[src/rtl/bsg_chip_pkg.sv]
// Shared chip-level types: wormhole header layout macro and mem-link group constants.
`ifndef BSG_CHIP_PKG_SV
`define BSG_CHIP_PKG_SV

// Header layout, LSB first: cord, len, cid, then payload in the remaining bits.
`define BSG_CHIP_DECLARE_WH_HEADER_S(flit_w, cord_w, len_w, cid_w, struct_name) \
    typedef struct packed { \
        logic [(flit_w)-(cid_w)-(len_w)-(cord_w)-1:0] payload; \
        logic [(cid_w)-1:0]                           cid; \
        logic [(len_w)-1:0]                           len; \
        logic [(cord_w)-1:0]                          cord; \
    } struct_name

package bsg_chip_pkg;

    localparam int mem_link_rr_ratio_gp = 2;

    typedef enum logic {
        pkt_idle_e = 1'b0,
        pkt_busy_e = 1'b1
    } pkt_state_e;

endpackage

`endif

[src/rtl/bsg_chip_wh_pkt_len_tracker.sv]
// Tracks one wormhole packet's body flits; busy_o is the packet FSM state.
module bsg_chip_wh_pkt_len_tracker
    import bsg_chip_pkg::*;
#(
    parameter int len_width_p = 4
) (
    input  logic                   clk_i,
    input  logic                   reset_i,
    input  logic                   accept_i,
    input  logic                   is_header_i,
    input  logic [len_width_p-1:0] len_i,
    output logic                   busy_o,
    output logic                   last_o
);

    localparam logic [len_width_p-1:0] one_lp = {{(len_width_p-1){1'b0}}, 1'b1};

    pkt_state_e             state_r;
    logic [len_width_p-1:0] rem_r;

    always_ff @(posedge clk_i) begin
        if (reset_i) begin
            state_r <= pkt_idle_e;
            rem_r   <= '0;
        end else if (accept_i) begin
            case (state_r)
                pkt_idle_e: begin
                    if (is_header_i && (len_i != '0)) begin
                        state_r <= pkt_busy_e;
                        rem_r   <= len_i;
                    end
                end
                default: begin
                    // rem_r is never decremented from zero: BUSY always exits at one.
                    rem_r <= rem_r - one_lp;
                    if (rem_r == one_lp) begin
                        state_r <= pkt_idle_e;
                    end
                end
            endcase
        end
    end

    assign busy_o = (state_r == pkt_busy_e);
    assign last_o = (state_r == pkt_idle_e) ? (is_header_i && (len_i == '0))
                                            : (rem_r == one_lp);

endmodule

[src/rtl/bsg_chip_mem_link_wh_packet_rr.sv]
// Packet-atomic round-robin between one concentrated wormhole link and a group of mem links.
// Optional macro BSG_CHIP_MEM_LINK_WH_PACKET_RR_PERF_EN enables the packet counters.
module bsg_chip_mem_link_wh_packet_rr
    import bsg_chip_pkg::*;
#(
    parameter int flit_width_p = 32,
    parameter int cord_width_p = 7,
    parameter int len_width_p  = 4,
    parameter int cid_width_p  = 2,
    parameter int num_out_p    = mem_link_rr_ratio_gp,
    localparam int link_sif_width_lp = flit_width_p + 2
) (
    input  logic                                   clk_i,
    input  logic                                   reset_i,
    input  logic [link_sif_width_lp-1:0]           single_link_i,
    output logic [link_sif_width_lp-1:0]           single_link_o,
    input  logic [num_out_p*link_sif_width_lp-1:0] links_i,
    output logic [num_out_p*link_sif_width_lp-1:0] links_o,
    output logic [31:0]                            egr_pkt_count_o,
    output logic [31:0]                            ing_pkt_count_o
);

    localparam int ptr_width_lp = $clog2(num_out_p);

    `BSG_CHIP_DECLARE_WH_HEADER_S(flit_width_p, cord_width_p, len_width_p, cid_width_p, wh_header_s);

    function automatic logic [len_width_p-1:0] hdr_len(input wh_header_s h);
        return h.len;
    endfunction

    function automatic logic [ptr_width_lp-1:0] next_ptr(input logic [ptr_width_lp-1:0] p);
        return (p == ptr_width_lp'(num_out_p - 1)) ? '0 : p + 1'b1;
    endfunction

    // Link fields: {v, data, ready_and_rev}, v in the MSB.
    logic                    single_v, single_ready;
    logic [flit_width_p-1:0] single_data;
    logic [num_out_p-1:0]    in_v, in_ready;
    logic [flit_width_p-1:0] in_data [num_out_p];
    logic [num_out_p-1:0]    out_v, out_ready;

    assign single_v     = single_link_i[link_sif_width_lp-1];
    assign single_data  = single_link_i[link_sif_width_lp-2:1];
    assign single_ready = single_link_i[0];

    for (genvar i = 0; i < num_out_p; i++) begin : g_link
        assign in_v[i]     = links_i[i*link_sif_width_lp + link_sif_width_lp-1];
        assign in_data[i]  = links_i[i*link_sif_width_lp + 1 +: flit_width_p];
        assign in_ready[i] = links_i[i*link_sif_width_lp];
        assign links_o[i*link_sif_width_lp +: link_sif_width_lp] = {out_v[i], single_data, out_ready[i]};
    end

    logic [ptr_width_lp-1:0] egr_ptr_r, ing_ptr_r, gnt_r;

    // Egress: the concentrated link always faces exactly the pointed-to mem link.
    logic egr_ready, egr_accept, egr_busy, egr_last;

    always_comb begin
        out_v     = '0;
        egr_ready = 1'b0;
        if (!reset_i) begin
            out_v[egr_ptr_r] = single_v;
            egr_ready        = in_ready[egr_ptr_r];
        end
    end

    assign egr_accept = single_v & egr_ready;

    bsg_chip_wh_pkt_len_tracker #(.len_width_p(len_width_p)) egr_tracker (
        .clk_i      (clk_i),
        .reset_i    (reset_i),
        .accept_i   (egr_accept),
        .is_header_i(!egr_busy),
        .len_i      (hdr_len(single_data)),
        .busy_o     (egr_busy),
        .last_o     (egr_last)
    );

    // Ingress: search from ing_ptr_r while idle, hold the granted link while locked.
    logic                    ing_busy, ing_last, ing_found, ing_v, ing_accept;
    logic [ptr_width_lp-1:0] ing_sel, cand;
    logic [flit_width_p-1:0] ing_data;
    int unsigned             sum;

    always_comb begin
        ing_sel   = ing_ptr_r;
        ing_found = 1'b0;
        cand      = '0;
        sum       = 0;
        if (ing_busy) begin
            ing_sel   = gnt_r;
            ing_found = 1'b1;
        end else begin
            for (int k = 0; k < num_out_p; k++) begin
                sum = int'(ing_ptr_r) + k;
                if (sum >= num_out_p) begin
                    sum = sum - num_out_p;
                end
                cand = ptr_width_lp'(sum);
                if (!ing_found && in_v[cand]) begin
                    ing_sel   = cand;
                    ing_found = 1'b1;
                end
            end
        end
    end

    always_comb begin
        out_ready = '0;
        if (!reset_i && ing_found) begin
            out_ready[ing_sel] = single_ready;
        end
    end

    assign ing_v      = !reset_i && ing_found && in_v[ing_sel];
    assign ing_data   = in_data[ing_sel];
    assign ing_accept = ing_v & single_ready;

    bsg_chip_wh_pkt_len_tracker #(.len_width_p(len_width_p)) ing_tracker (
        .clk_i      (clk_i),
        .reset_i    (reset_i),
        .accept_i   (ing_accept),
        .is_header_i(!ing_busy),
        .len_i      (hdr_len(ing_data)),
        .busy_o     (ing_busy),
        .last_o     (ing_last)
    );

    assign single_link_o = {ing_v, ing_data, egr_ready};

    always_ff @(posedge clk_i) begin
        if (reset_i) begin
            egr_ptr_r <= '0;
            ing_ptr_r <= '0;
            gnt_r     <= '0;
        end else begin
            if (egr_accept && egr_last) begin
                egr_ptr_r <= next_ptr(egr_ptr_r);
            end
            if (ing_accept && !ing_busy) begin
                gnt_r <= ing_sel;
            end
            if (ing_accept && ing_last) begin
                ing_ptr_r <= next_ptr(ing_sel);
            end
        end
    end

`ifdef BSG_CHIP_MEM_LINK_WH_PACKET_RR_PERF_EN
    logic [31:0] egr_cnt_r, ing_cnt_r;

    always_ff @(posedge clk_i) begin
        if (reset_i) begin
            egr_cnt_r <= '0;
            ing_cnt_r <= '0;
        end else begin
            if (egr_accept && egr_last) begin
                egr_cnt_r <= egr_cnt_r + 32'd1;
            end
            if (ing_accept && ing_last) begin
                ing_cnt_r <= ing_cnt_r + 32'd1;
            end
        end
    end

    assign egr_pkt_count_o = egr_cnt_r;
    assign ing_pkt_count_o = ing_cnt_r;
`else
    assign egr_pkt_count_o = '0;
    assign ing_pkt_count_o = '0;
`endif

endmodule

[config.mk]
export PLATFORM = sky130hd
export DESIGN_NAME = bsg_chip_mem_link_wh_packet_rr
export DESIGN_NICKNAME = d
export VERILOG_FILES = /design/src/rtl/bsg_chip_pkg.sv /design/src/rtl/bsg_chip_wh_pkt_len_tracker.sv /design/src/rtl/bsg_chip_mem_link_wh_packet_rr.sv
export SDC_FILE = /design/constraint.sdc
export NUM_CORES = 1
export LEC_CHECK = 0
export CAP_MARGIN = 40
export CELL_PAD_IN_SITES_DETAIL_PLACEMENT = 1
export CELL_PAD_IN_SITES_GLOBAL_PLACEMENT = 1
export CORE_UTILIZATION = 19
export CTS_CLUSTER_SIZE = 25
export DETAILED_ROUTE_END_ITERATION = 10
export GPL_TIMING_DRIVEN = 0
export PLACE_DENSITY = 0.88
export SLEW_MARGIN = 20
export SYNTH_ARGS = -nofsm -noshare
export SYNTH_HDL_FRONTEND = slang
export SYNTH_SLANG_ARGS = --single-unit
export TNS_END_PERCENT = 20
[constraint.sdc]
create_clock -name clk_i -period 5.65 [get_ports clk_i]
set_clock_uncertainty 0.15 [all_clocks]
set_input_delay 1.13 -clock clk_i [delete_from_list [all_inputs] [get_ports clk_i]]
set_output_delay 1.13 -clock clk_i [all_outputs]
set_load 0.02 [all_outputs]
# Yosys cells after proc, flatten, opt, wreduce, memory -nomap -nowiden
# Cells that the tools add are included.
# totals
register_bits	13
latch_bits	0
ram_bits	0
mem_bits_ro	0
out_inout_bits	166
word_cells	97
mem_count	0
# op_classes
addsub	7
multipliers	0
div	0
magnitude_cmp	9
eq_ne	2
shifts	0
n_mux	43
bitwise	5
n_reduce_logical	24
# op_table
cell	count
$mux 32	3
$mux 1	32
$mux 4	4
$logic_and 1x1->1	12
$eq 4x1->1 const B	2
$logic_not 4->1	2
$lt 1x2->1 const B	4
$reduce_bool 4->1	2
$sub 4x1->4 const B	2
$and 2x2->2	2
$ge 2x2->1 const B	2
$logic_not 1->1	4
$mux 2	2
$reduce_and 2->1	2
$reduce_bool 2->1	2
$add 1x1->1 const B	2
$add 1x1->2 const B	1
$and 1x1->1	2
$demux 1 s1	2
$ge 1x1->1 const B	2
$ge 1x2->1 const B	1
$not 1->2	1
$sub 1x1->1 const B	2

# Depth between registers and ports, before layout
# Gate-level depths: netlist of the first run.
# depth
depth_word	19
ltp_mapped	6

# Modules after synthesis
# Synthesis of the first run repeated with hierarchy kept, for this count alone.
# hier_totals
hier_cells	283
area_unflattened_um2	2448.6
# modules_own_cells
module	n_inst	cells_each	area_each_um2	seq_area_each_um2
bsg_chip_mem_link_wh_packet_rr	1	203	1750.4	60.1
bsg_chip_wh_pkt_len_tracker	2	40	349.1	100.1

# Worst setup path before layout of the first run
# Ideal clock, no wire load.
# synth_timing
path_type	in2out
from	input port links_i[67]
to	output port single_link_o[14]
arrival_time_ns	2.301
path_slack_ns	2.069
cell_stages	6
cell_sequence	inv_2 maj3_2 o21a_1 buf_6 buf_6 mux2_4
# synth_between
elab_chain_cells	12
# synth_rtl
element	line	source
start, declared	bsg_chip_mem_link_wh_packet_rr.sv:17	input logic [num_out_p*link_sif_width_lp-1:0] links_i,
$mux 1 (implied by the code) (2 in series)	bsg_chip_mem_link_wh_packet_rr.sv:100	if (!ing_found && in_v[cand]) begin
$mux 1	bsg_chip_mem_link_wh_packet_rr.sv:100	
$mux 1	bsg_chip_mem_link_wh_packet_rr.sv:90	if (ing_busy) begin
$logic_not 1->1	bsg_chip_mem_link_wh_packet_rr.sv:100	
$logic_and 1x1->1	bsg_chip_mem_link_wh_packet_rr.sv:100	
$mux 1 *	bsg_chip_mem_link_wh_packet_rr.sv:100	
$mux 1 *	bsg_chip_mem_link_wh_packet_rr.sv:90	
$not 1->2 (implied by the code) *	bsg_chip_mem_link_wh_packet_rr.sv:116	assign ing_data = in_data[ing_sel];
$mux 32 (implied by the code) * (3 in series)	bsg_chip_mem_link_wh_packet_rr.sv:116	
end, declared	bsg_chip_mem_link_wh_packet_rr.sv:16	output logic [link_sif_width_lp-1:0] single_link_o,
# Every way passes the cells marked *; elsewhere a longest branch is shown, timed or not. The select of a mux whose other input is x is not followed.

# Worst setup path in the final report of the first run
# layout_timing
from	input port links_i[67]
to	output port single_link_o[3]
# The elaborated chain is that of the path after synthesis.

==> metrics.md, run 1 <==
| Metric | Value |
|---|---|
| Die height | between 100 and 150 um |
| Antenna violations before repair | 1 |
| Avg Cell Area, Syn | ~8.4 um^2 |
| Starting density of the core | 19.8% |
| RSZ-0062 raised after global routing | false |
| Critical R2R Launch | ing_tracker.busy_o$_SDFFE_PP0P_ |
| Crit path DAT | roughly 3.5 ns |
| Cts hold-fix bufs | 0 |
| Yosys synthesis warning count | 0 |
| Post-Synthesis Cells | around 290 |
| Startpoint types | primary input |
| Status | complete, no violations |
| Routability Congestion | ~0.7 |
| Area contributors post-synth | buf_4 40%, mux2_4 17%, dfxtp_1 11% |
| Final hold viol count | 0 |
| CP Class | in -> out |
| Worst VDD drop | 0.0000827 V |
| GRT Util Overall | between 10% and 20% |
| Clock Pin Slew Worst Setup and Hold Paths | approximately 0.050 ns |
| Worst Setup End Kind | output pin |
| Avg Vias per Cell | 3.69 |
| Die extent in x | about 110 um |
| Cts bufs inserted | 3 |
| WL final | 10100 um |
| Slew Limit Fails | 0 |
| Detailed router's first-iteration violation count | 20 |
| Via count | ~2600 |
| Yosys cell types | 39 |
| Cells after DPL | 694 |
| Worst slew margin | approximately 65% |
| CTS sink count | 13 |
| Synthesis-stage register bit count | 13 |
| CTS tree | yes |
| Drt first pass iters | 4 |
| MaxCap Viol Count | 0 |
| Worst Reg-to-Reg Cells | 5 |
| # nets final | between 600 and 700 |
| Period utilisation layout | between 80 and 90% |
| Site Rows | 40 |
| Worst setup path start | links_i[67] |
| Top-area cell type share of the netlist area | 40.4% |
| Multi-input logic area | around 1300 um^2 |
| WL/cell | approximately 14 um |
| CP endpoint | single_link_o[3] |
| Final std cells w/o fill | approximately 700 |
| Root Buffer | clkbuf_16 |
| CP max FO | 10 |
| GR Overflow Total | 0 |
| Port Buf Inserts | 176 |
| # DRC | 0 |
| Storage cell area | roughly 260 um^2 |
| Die Area | ~13000 um^2 |
| Seq/Total Area, Yosys | 10.8% |
| Vias in the first global route | between 2000 and 3000 |
| Htree depth | 1 |
| RR Endpoint | ing_ptr_r$_SDFFE_PP0P_ |
| Worst skew pair latency | 0.24 ns |
| Min cycle time layout | ~4.8 ns |
| Max Fclk | roughly 210 MHz |
| Post-Route Setup TNS | 0 ns |
| PD cells | ~140 nW/um^2 |
| Layout area overhead | 94.8% |
| Io pins | 270 |
| Share of cells above drive strength 1 | 33.0% |
| Netlist Area Pre-Place | roughly 2400 um^2 |
| Hold Path Class | reg -> reg |
| Core area | between 10000 and 15000 um^2 |
| First-pass GRT wire length | 14000 um |
| R2R Setup Slk | approximately 3.8 ns |
| Cell taking the most area after synthesis | buf_4 |
| Final setup vio count | 0 |
| Post-route ant nets | 0 |
| DP Wirelength | around 9000 um |
| Leakage | around 2.2 nW |
| Cts repair resizes | 0 |
| Slew @ Worst Pin | 0.519 ns |
| Clock tree buffer depth | 2 |
| Fillers | 1507 |
| Number of post-CTS setup repair buffers | 0 |
| CP required | roughly 4.4 ns |
| Largest net degree at the start of global routing | 11 |
| Hold slack | 0.342 ns |
## synth_stat cells, drive strengths merged
cell	n
buf	134
mux2	35
dfxtp	13
nor2	13
inv	12
nand2	11
o21ai	8
a21oi	6
mux2i	6
nand2b	5
nor2b	5
clkbuf	4
ha	4
nor4	4
xnor2	3
a211oi	2
nor3	2
o211ai	2
o21a	2
o22ai	2
a31oi	1
and2	1
conb	1
maj3	1
nor3b	1
nor4b	1
o211a	1
o21ba	1
o21bai	1
o31a	1
o31ai	1
o32ai	1
or3	1
or4	1
## layout by cell type (no fill, tap or decap), types with 2 or more instances in the layout
cell type        instances
a211oi_1                 2
a21oi_1                  6
buf_12                   2
buf_4                  130
buf_6                    2
clkbuf_1                 5
clkbuf_16                3
clkdlybuf4s50_1        176
conb_1                  64
dfxtp_1                 13
ha_1                     4
inv_1                   11
mux2_2                   8
mux2_4                  27
mux2i_1                  6
nand2_1                 11
nand2b_1                 5
nor2_1                  13
nor2b_1                  5
nor3_1                   2
nor4_1                   4
o211ai_1                 2
o21a_1                   2
o21ai_0                  7
o22ai_1                  2
xnor2_1                  3
## power by group
part           internal, W  total, W  switching (W)  leakage, nW
sequential       0.0000971  0.000102     0.00000468        0.106
combinational     0.000235  0.000426       0.000191         2.08
clock            0.0000953  0.000135      0.0000393       0.0382
total             0.000427  0.000662       0.000235         2.22
## final cells by class
class,instances,area share (%)
Multi-Input combinational cell,187,27.5
Clock buffer,4,1.68
Buffer,138,22.4
Inverter,12,0.957
Timing Repair Buffer,176,37.4
Antenna cell,1,0.0532
Tap cell,168,4.47
Sequential cell,13,5.53
## logic make-up after synthesis
logic type                 count (synthesis)  share of synthesized area (%)
AOI/OAI and AO/OA                         29                           7.72
buffers and inverters                    150                           45.5
xor gates and xnor gates                   3                           1.09
and+or+nand+nor                           45                           9.27
other                                      1                          0.155
adders and majority gates                  5                           2.54
DFF                                       13                           10.8
muxes                                     41                           23.0
## per-layer routing
metal / track usage [%] / share of wire [%]
met5: 0 / 0
met4: 1.90 / 0.14
met3: 4.74 / 11
met2: 30.5 / 58
met1: 11.8 / 31
## worst max-delay path: stages
cell and delay [ns]:
clkdlybuf4s50_1 0.55, inv_2 0.04, maj3_2 0.38, o21a_1 0.21, buf_6 0.14, buf_12 0.15
mux2_4 0.30, clkdlybuf4s50_1 0.59
## sequential cells by signal, indices dropped and copies added, names as in the netlist
name,cells
ing_ptr_r,1
egr_ptr_r,1
egr_tracker.rem_r,4
ing_tracker.busy_o,1
egr_tracker.busy_o,1
gnt_r,1
ing_tracker.rem_r,4
## through the flow
step / utilization (%) / power [W] / setup WS (ns) / area (um^2)
after global routing: 38.5 / 0.000695 / 0.809 / 4710
after floorplan: - / 0.000356 / 2.07 / 2650
final: 38.5 / 0.000662 / 0.874 / 4710
after global placement: 37.9 / 0.000521 / 0.905 / 4620
after CTS: 38.5 / 0.000666 / 0.860 / 4700
after detailed placement: 37.9 / 0.000527 / 0.865 / 4620
## worst min-delay path by stage
stage	start	to	cells after the start
final	egr_tracker.rem_r[3]$_SDFFE_PP0P_	egr_tracker.rem_r[3]$_SDFFE_PP0P_	2
after detailed placement	egr_tracker.rem_r[3]$_SDFFE_PP0P_	egr_tracker.rem_r[3]$_SDFFE_PP0P_	2
after global routing	egr_tracker.rem_r[3]$_SDFFE_PP0P_	egr_tracker.rem_r[3]$_SDFFE_PP0P_	2
after global placement	egr_tracker.rem_r[3]$_SDFFE_PP0P_	egr_tracker.rem_r[3]$_SDFFE_PP0P_	2
after floorplan	egr_tracker.rem_r[3]$_SDFFE_PP0P_	egr_tracker.rem_r[3]$_SDFFE_PP0P_	2
after CTS	egr_tracker.rem_r[3]$_SDFFE_PP0P_	egr_tracker.rem_r[3]$_SDFFE_PP0P_	2
Power figures use the tool's default switching activity.
==> run 2, diff against run 1 <==
--- a/config.mk
+++ b/config.mk
@@ -8,11 +8,11 @@
 export CAP_MARGIN = 40
 export CELL_PAD_IN_SITES_DETAIL_PLACEMENT = 1
 export CELL_PAD_IN_SITES_GLOBAL_PLACEMENT = 1
-export CORE_UTILIZATION = 19
+export CORE_UTILIZATION = 16
 export CTS_CLUSTER_SIZE = 25
 export DETAILED_ROUTE_END_ITERATION = 10
 export GPL_TIMING_DRIVEN = 0
-export PLACE_DENSITY = 0.88
+export PLACE_DENSITY = 0.79
 export SLEW_MARGIN = 20
 export SYNTH_ARGS = -nofsm -noshare
 export SYNTH_HDL_FRONTEND = slang
==> constraint.sdc (replaced) <==
create_clock -name clk_i -period 4.3 [get_ports clk_i]
set_clock_uncertainty 0.15 [all_clocks]
set_input_delay 0.86 -clock clk_i [delete_from_list [all_inputs] [get_ports clk_i]]
set_output_delay 0.86 -clock clk_i [all_outputs]
set_load 0.02 [all_outputs]
==> run 2 against run 1 <==
Net effect:
- the run now ends with design-rule violations left
- clock-buffer cell count did not move
- setup slack worse by 0.78 ns
- worst hold slack worse by 0.0050 ns
- register-to-register slack got worse by 1.3 ns
- cell count increased by 2.1%
- critical path depth did not move
- clock power grew 31%
==> metrics.md, run 2 (synthesis results as in run 1) <==
| Metric | Value |
|---|---|
| Largest regs | egr_tracker.rem_r (4), ing_tracker.rem_r (4) (unchanged) |
| CP Class | in -> out (unchanged) |
| Routability Congestion | 0.771 (was 0.701) |
| GR Overflow Total | 0 (unchanged) |
| Startpoint types | primary input (unchanged) |
| RSZ-0062 raised after global routing | false (unchanged) |
| Die height | 125 um (was 115 um) |
| Core area | 14600 um^2 (was 12200 um^2) |
| # DRC | 46 (was 0) |
| Slew Limit Fails | 0 (unchanged) |
| Most frequent cells in the layout | 176 x clkdlybuf4s50_1, 130 x buf_4, 64 x conb_1, 27 x mux2_4 (unchanged) |
| PD cells | 183 nW/um^2 (was 141 nW/um^2) |
| Detailed router's first-iteration violation count | 77 (was 20) |
| Number of post-CTS setup repair buffers | 0 (unchanged) |
| Hold Path Class | reg -> reg (unchanged) |
| Drt first pass iters | 7 (was 4) |
| Post-route ant nets | 0 (unchanged) |
| Antenna violations before repair | 0 (was 1) |
| Die extent in x | 125 um (was 115 um) |
| Failing checks | design-rule violations |
| First-pass GRT wire length | 15000 um (was 14000 um) |
| CP max FO | 10 (unchanged) |
| Layout area overhead | 95.5% (was 94.8%) |
| Min cycle time layout | 4.20 ns |
| Worst Setup End Kind | output pin (unchanged) |
| CP dominant cell by count | clkdlybuf4s50_1 (unchanged) |
| Htree depth | 1 (unchanged) |
| Clock tree buffer depth | 2 (unchanged) |
| Site Rows | 44 (was 40) |
| Status | complete, but fails checks (was complete, no violations) |
| CP required | 3.29 ns (was 4.37 ns) |
| Clock Pin Slew Worst Setup and Hold Paths | 0.05 ns (about the same) |
| WL/cell | 13.6 um (was 14.4 um) |
| Cells after DPL | 710 (was 694) |
| ANT cells | 0 (was 1) |
| # nets final | 639 (unchanged) |
| Share of cells above drive strength 1 | 33.0% (unchanged) |
| Final hold viol count | 0 (unchanged) |
| Critical path's slowest cell | clkdlybuf4s50_1 (unchanged) |
| Starting density of the core | 16.5% (was 19.8%) |
| MaxCap Viol Count | 0 (unchanged) |
| Utilization after layout | 32.3% (was 38.5%) |
| GRT Util Overall | 12.1% (was 13.9%) |
| Via count | 2530 (was 2581) |
| Final setup vio count | 0 (unchanged) |
| Most common cell after layout, fill and taps aside | clkdlybuf4s50_1 (unchanged) |
| Fillers | 1735 (was 1507) |
| Worst skew pair latency | 0.24 ns (about the same) |
| CTS tree | yes (unchanged) |
| Period utilisation layout | between 90 and 100% |
| Worst slew margin | 63.3% (was 65.4%) |
| Max Fclk | roughly 240 MHz |
| Vias in the first global route | 2709 (was 2653) |
| Post-Route Setup TNS | 0 ns (unchanged) |
| Crit path buffers/inverters | 5 (unchanged) |
| CTS sink count | 13 (unchanged) |
| CP peak stage delay | 0.56 ns (was 0.59 ns) |
| Root Buffer | clkbuf_16 (unchanged) |
| Worst path top cell family by delay | buffers and inverters (unchanged) |
| Die Area | 15600 um^2 (was 13200 um^2) |
| Cts repair resizes | 0 (unchanged) |
| Port Buf Inserts | 176 (unchanged) |
| Io pins | 270 (unchanged) |
| Crit path DAT | 3.19 ns (was 3.50 ns) |
| Final std cells w/o fill | 714 (was 699) |
| WL final | 9730 um (was 10100 um) |
| Avg Vias per Cell | 3.54 (was 3.69) |
| Cts hold-fix bufs | 0 (unchanged) |
| Leakage | 2.22 nW (unchanged) |
| Largest net degree at the start of global routing | 11 (unchanged) |
| Worst VDD drop | 0.000112 V (was 0.0000827 V) |
| Cts bufs inserted | 3 (unchanged) |
| DP Wirelength | 8610 um (was 8880 um) |
| CP cell instances | clkdlybuf4s50_1 > inv_2 > maj3_2 > o21a_1 > buf_6 > buf_12 > mux2_4 > clkdlybuf4s50_1 (unchanged) |
| Slew @ Worst Pin | 0.550 ns (was 0.519 ns) |
run 2: changes by cell type in the layout (fill, tap and decap cells not counted), sizes merged:
cell | previous run | this run
diode | 1 | 0
run 2: worst reg2reg max path: stages (launching register included):
cell	delay, ns
dfxtp_1	0.36
clkbuf_1	0.37
a21oi_1	0.19
and2_1	0.19
o21ai_0	0.10
mux2_2	0.36
run 2: metrics by stage:
step	setup WS, ns	hold slack (ns)	instance area (um^2)	power, W
global placement	0.0765	0.313	4640	0.000683
detailed placement	0.0844	0.336	4640	0.000690
CTS	0.0725	0.343	4720	0.000873
finish	0.0985	0.337	4720	0.000865
global route	0.0104	0.368	4720	0.000911
floorplan	1.26	0.299	2650	0.000468
run 2: worst paths after layout:
check                                           end  slack (ns)                               from  cells after the start
hold reg to reg   egr_tracker.rem_r[3]$_SDFFE_PP0P_        0.34  egr_tracker.rem_r[3]$_SDFFE_PP0P_                      2
setup / recovery                   single_link_o[6]         0.1                        links_i[67]                      8
hold / removal    egr_tracker.rem_r[3]$_SDFFE_PP0P_        0.34  egr_tracker.rem_r[3]$_SDFFE_PP0P_                      2
setup reg to reg             ing_ptr_r$_SDFFE_PP0P_        2.46    ing_tracker.busy_o$_SDFFE_PP0P_                      5
run 2: cell type report:
cell class              count  area (um^2)  share of cell area (%)
repair buffers            176         1760                    37.3
multi-input cells         187         1290                    27.4
plain buffers             138         1050                    22.3
flip-flops and latches     13          260                    5.51
well taps                 184          230                    4.87
clock buffers               4         78.8                    1.67
inverters                  12         45.0                   0.954
run 2: report_power, final:
| group | internal [W] | switching (W) | leakage [nW] |
|---|---|---|---|
| logic | 0.000309 | 0.000247 | 2.08 |
| registers | 0.000128 | 0.00000599 | 0.106 |
| clock network | 0.000125 | 0.0000515 | 0.0382 |
| total | 0.000561 | 0.000304 | 2.22 |
run 2: layer usage:
metal	global-route usage [%]	wire length [um]	up-vias
li1	-	-	1236
met1	12.9	3410	1162
met2	25.0	5500	132
met3	2.62	830	0
met4	0.646	0	0
met5	0	0	-
==> run 3, diff against run 2 <==
==> constraint.sdc (replaced) <==
create_clock -name clk_i -period 3.49 [get_ports clk_i]
set_clock_uncertainty 0.15 [all_clocks]
set_input_delay 0.698 -clock clk_i [delete_from_list [all_inputs] [get_ports clk_i]]
set_output_delay 0.698 -clock clk_i [all_outputs]
set_load 0.02 [all_outputs]
==> run 3 against run 2 <==
Net effect:
- the run still ends with design-rule violations left
- clock power is 23% higher
- cell area is 0.50% lower
- worst hold slack stayed put
- sequential share of layout area hardly changed
- sequential cell count stayed put
- first-iteration DRC count is 7.8% lower
- non-clock buffer count is 1 higher
- register-to-register slack worse by 0.85 ns
- core utilization is 0.16 points lower
- clock-buffer cell count stayed put
- combinational power is 19% higher
- via count is 0.47% higher
==> metrics.md, run 3 (synthesis results as in run 1) <==
| Metric | Value |
|---|---|
| R2R Setup Slk | 1.61 ns (was 2.46 ns) |
| Failing checks | design-rule violations (unchanged) |
| Fillers | 1740 (was 1735) |
| MaxCap Viol Count | 0 (unchanged) |
| Die height | 125 um (unchanged) |
| Worst Reg-to-Reg Cells | 6 (was 5) |
| Slew Limit Fails | 0 (unchanged) |
| Largest regs | egr_tracker.rem_r (4), ing_tracker.rem_r (4) (unchanged) |
| Worst slew margin | 63.9% (was 63.3%) |
| GRT Util Overall | 12.2% (was 12.1%) |
| Multi-input logic area | 1290 um^2 (unchanged) |
| M3 GR Usage | 2.62% (unchanged) |
| Worst Setup End Kind | output pin (unchanged) |
| Cts hold-fix bufs | 0 (unchanged) |
| Site Rows | 44 (unchanged) |
| Avg Vias per Cell | 3.56 (was 3.54) |
| RSZ-0062 raised after global routing | false (unchanged) |
| Post-route ant nets | 0 (unchanged) |
| Vias in the first global route | 2710 (was 2709) |
| CP Class | in -> out (unchanged) |
| Cells after DPL | 710 (unchanged) |
| CP max FO | 10 (unchanged) |
| Die extent in x | 125 um (unchanged) |
| Htree depth | 1 (unchanged) |
| Largest net degree at the start of global routing | 11 (unchanged) |
| Final std cells w/o fill | 715 (was 714) |
| Share of cells above drive strength 1 | 33.5% (was 33.0%) |
| Most Crowded Layer GR | met2 (unchanged) |
| Min cycle time layout | about 3.3 ns |
| Leakage | 2.28 nW (was 2.22 nW) |
| Final worst slack | 0.205 ns (was 0.0985 ns) |
| Min-delay src | egr_tracker.rem_r[3]$_SDFFE_PP0P_ (unchanged) |
| CTS tree | yes (unchanged) |
| # DRC | 46 (unchanged) |
| Io pins | 270 (unchanged) |
| Worst skew pair latency | 0.24 ns (about the same) |
| Starting density of the core | 16.5% (unchanged) |
| Core area | 14600 um^2 (unchanged) |
| Clock tree buffer depth | 2 (unchanged) |
| Root Buffer | clkbuf_16 (unchanged) |
| RR Endpoint | ing_ptr_r$_SDFFE_PP0P_ (unchanged) |
| PD cells | 222 nW/um^2 (was 183 nW/um^2) |
| WL/cell | 13.6 um (about the same) |
| Hold Path Class | reg -> reg (unchanged) |
| Post-Route Setup TNS | 0 ns (unchanged) |
| WL final | 9740 um (was 9730 um) |
| Pre-CTS WS | -0.402 ns (was 0.0844 ns) |
| CP required | 2.64 ns (was 3.29 ns) |
| Layout area overhead | 94.5% (was 95.5%) |
| Detailed router's first-iteration violation count | 71 (was 77) |
| Final hold viol count | 0 (unchanged) |
| Die Area | 15600 um^2 (unchanged) |
| GR Overflow Total | 0 (unchanged) |
| First-pass GRT wire length | 15000 um (about the same) |
| Max Fclk | between 300 and 400 MHz |
| Port Buf Inserts | 176 (unchanged) |
| Clock Pin Slew Worst Setup and Hold Paths | 0.05 ns (about the same) |
| DP Wirelength | 8610 um (unchanged) |
| Storage cell area | 260 um^2 (unchanged) |
| Most frequent cells in the layout | 140 x clkdlybuf4s50_1, 131 x buf_4, 64 x conb_1, 27 x mux2_4, 27 x dlygate4sd2_1 (was 176 x clkdlybuf4s50_1, 130 x buf_4, 64 x conb_1, 27 x mux2_4) |
| Critical R2R Launch | ing_ptr_r$_SDFFE_PP0P_ (was ing_tracker.busy_o$_SDFFE_PP0P_) |
| Slew @ Worst Pin | 0.542 ns (was 0.550 ns) |
| Status | complete, but fails checks (unchanged) |
| Routability Congestion | 0.771 (unchanged) |
| Period utilisation layout | between 90% and 100% |
| ANT cells | 0 (unchanged) |
| Drt first pass iters | 7 (unchanged) |
| Antenna violations before repair | 0 (unchanged) |
| Via count | 2542 (was 2530) |
| Cts bufs inserted | 3 (unchanged) |
| # nets final | 640 (was 639) |
| Worst setup path start | links_i[67] (unchanged) |
| CTS sink count | 13 (unchanged) |
| CP endpoint | single_link_o[13] (was single_link_o[6]) |
| Crit path DAT | 2.44 ns (was 3.19 ns) |
| Grt met1 use | 12.9% (about the same) |
| Most common cell after layout, fill and taps aside | clkdlybuf4s50_1 (unchanged) |
| Met2 Use GR | 25.1% (was 25.0%) |
| DP Area | 4640 um^2 (unchanged) |
| Startpoint types | primary input (unchanged) |
| Fin area | 4700 um^2 (was 4720 um^2) |
| Worst VDD drop | 0.000137 V (was 0.000112 V) |
| Final setup vio count | 0 (unchanged) |
-- run 3: worst max-delay path, stage by stage --
cell and delay (ns):
dlygate4sd2_1 0.27, inv_2 0.04, maj3_2 0.31, o21a_1 0.18
buf_6 0.14, buf_12 0.15, mux2_4 0.30, dlygate4sd2_1 0.33
-- run 3: worst min path at each step --
stage,endpoint,depth (start not counted),slack [ns]
floorplan,egr_tracker.rem_r[3]$_SDFFE_PP0P_,2,0.30
global placement,egr_tracker.rem_r[3]$_SDFFE_PP0P_,2,0.31
detailed placement,egr_tracker.rem_r[3]$_SDFFE_PP0P_,2,0.34
CTS,egr_tracker.rem_r[1]$_SDFFE_PP0P_,2,0.34
global route,ing_tracker.rem_r[1]$_SDFFE_PP0P_,2,0.37
finish,egr_tracker.rem_r[3]$_SDFFE_PP0P_,2,0.34
-- run 3: layout make-up --
cell class | instances | area share, %
plain buffers | 138 | 22.4
repair buffers | 177 | 37.0
well taps | 184 | 4.90
clock buffers | 4 | 1.68
flip-flops and latches | 13 | 5.54
inverters | 12 | 0.958
multi-input cells | 187 | 27.5
-- run 3: layer usage --
metal	vias up	routed length, um
met5	-	0
met4	0	0
met3	0	825
met2	130	5520
met1	1173	3390
li1	1239	-
-- run 3: repair_timing --
item,in CTS,in global routing
resized for setup,47,0
buffers inserted,1,0
endpoints found under the setup margin,34,0
-- run 3: power by group --
part / switching [W] / leakage, nW / internal [W]
Sequential: 0.00000736 / 0.106 / 0.000157
Combinational: 0.000303 / 2.13 / 0.000357
Clock: 0.0000632 / 0.0382 / 0.000154
Total: 0.000373 / 2.28 / 0.000669
-- run 3: metrics by stage --
stage	hold WS (ns)	util [%]	power [W]
2_1_floorplan	0.299	-	0.000577
3_3_place_gp	0.313	31.7	0.000842
3_5_place_dp	0.336	31.7	0.000850
4_1_cts	0.343	32.1	0.00105
5_1_grt	0.368	32.1	0.00110
6_report	0.337	32.1	0.00104
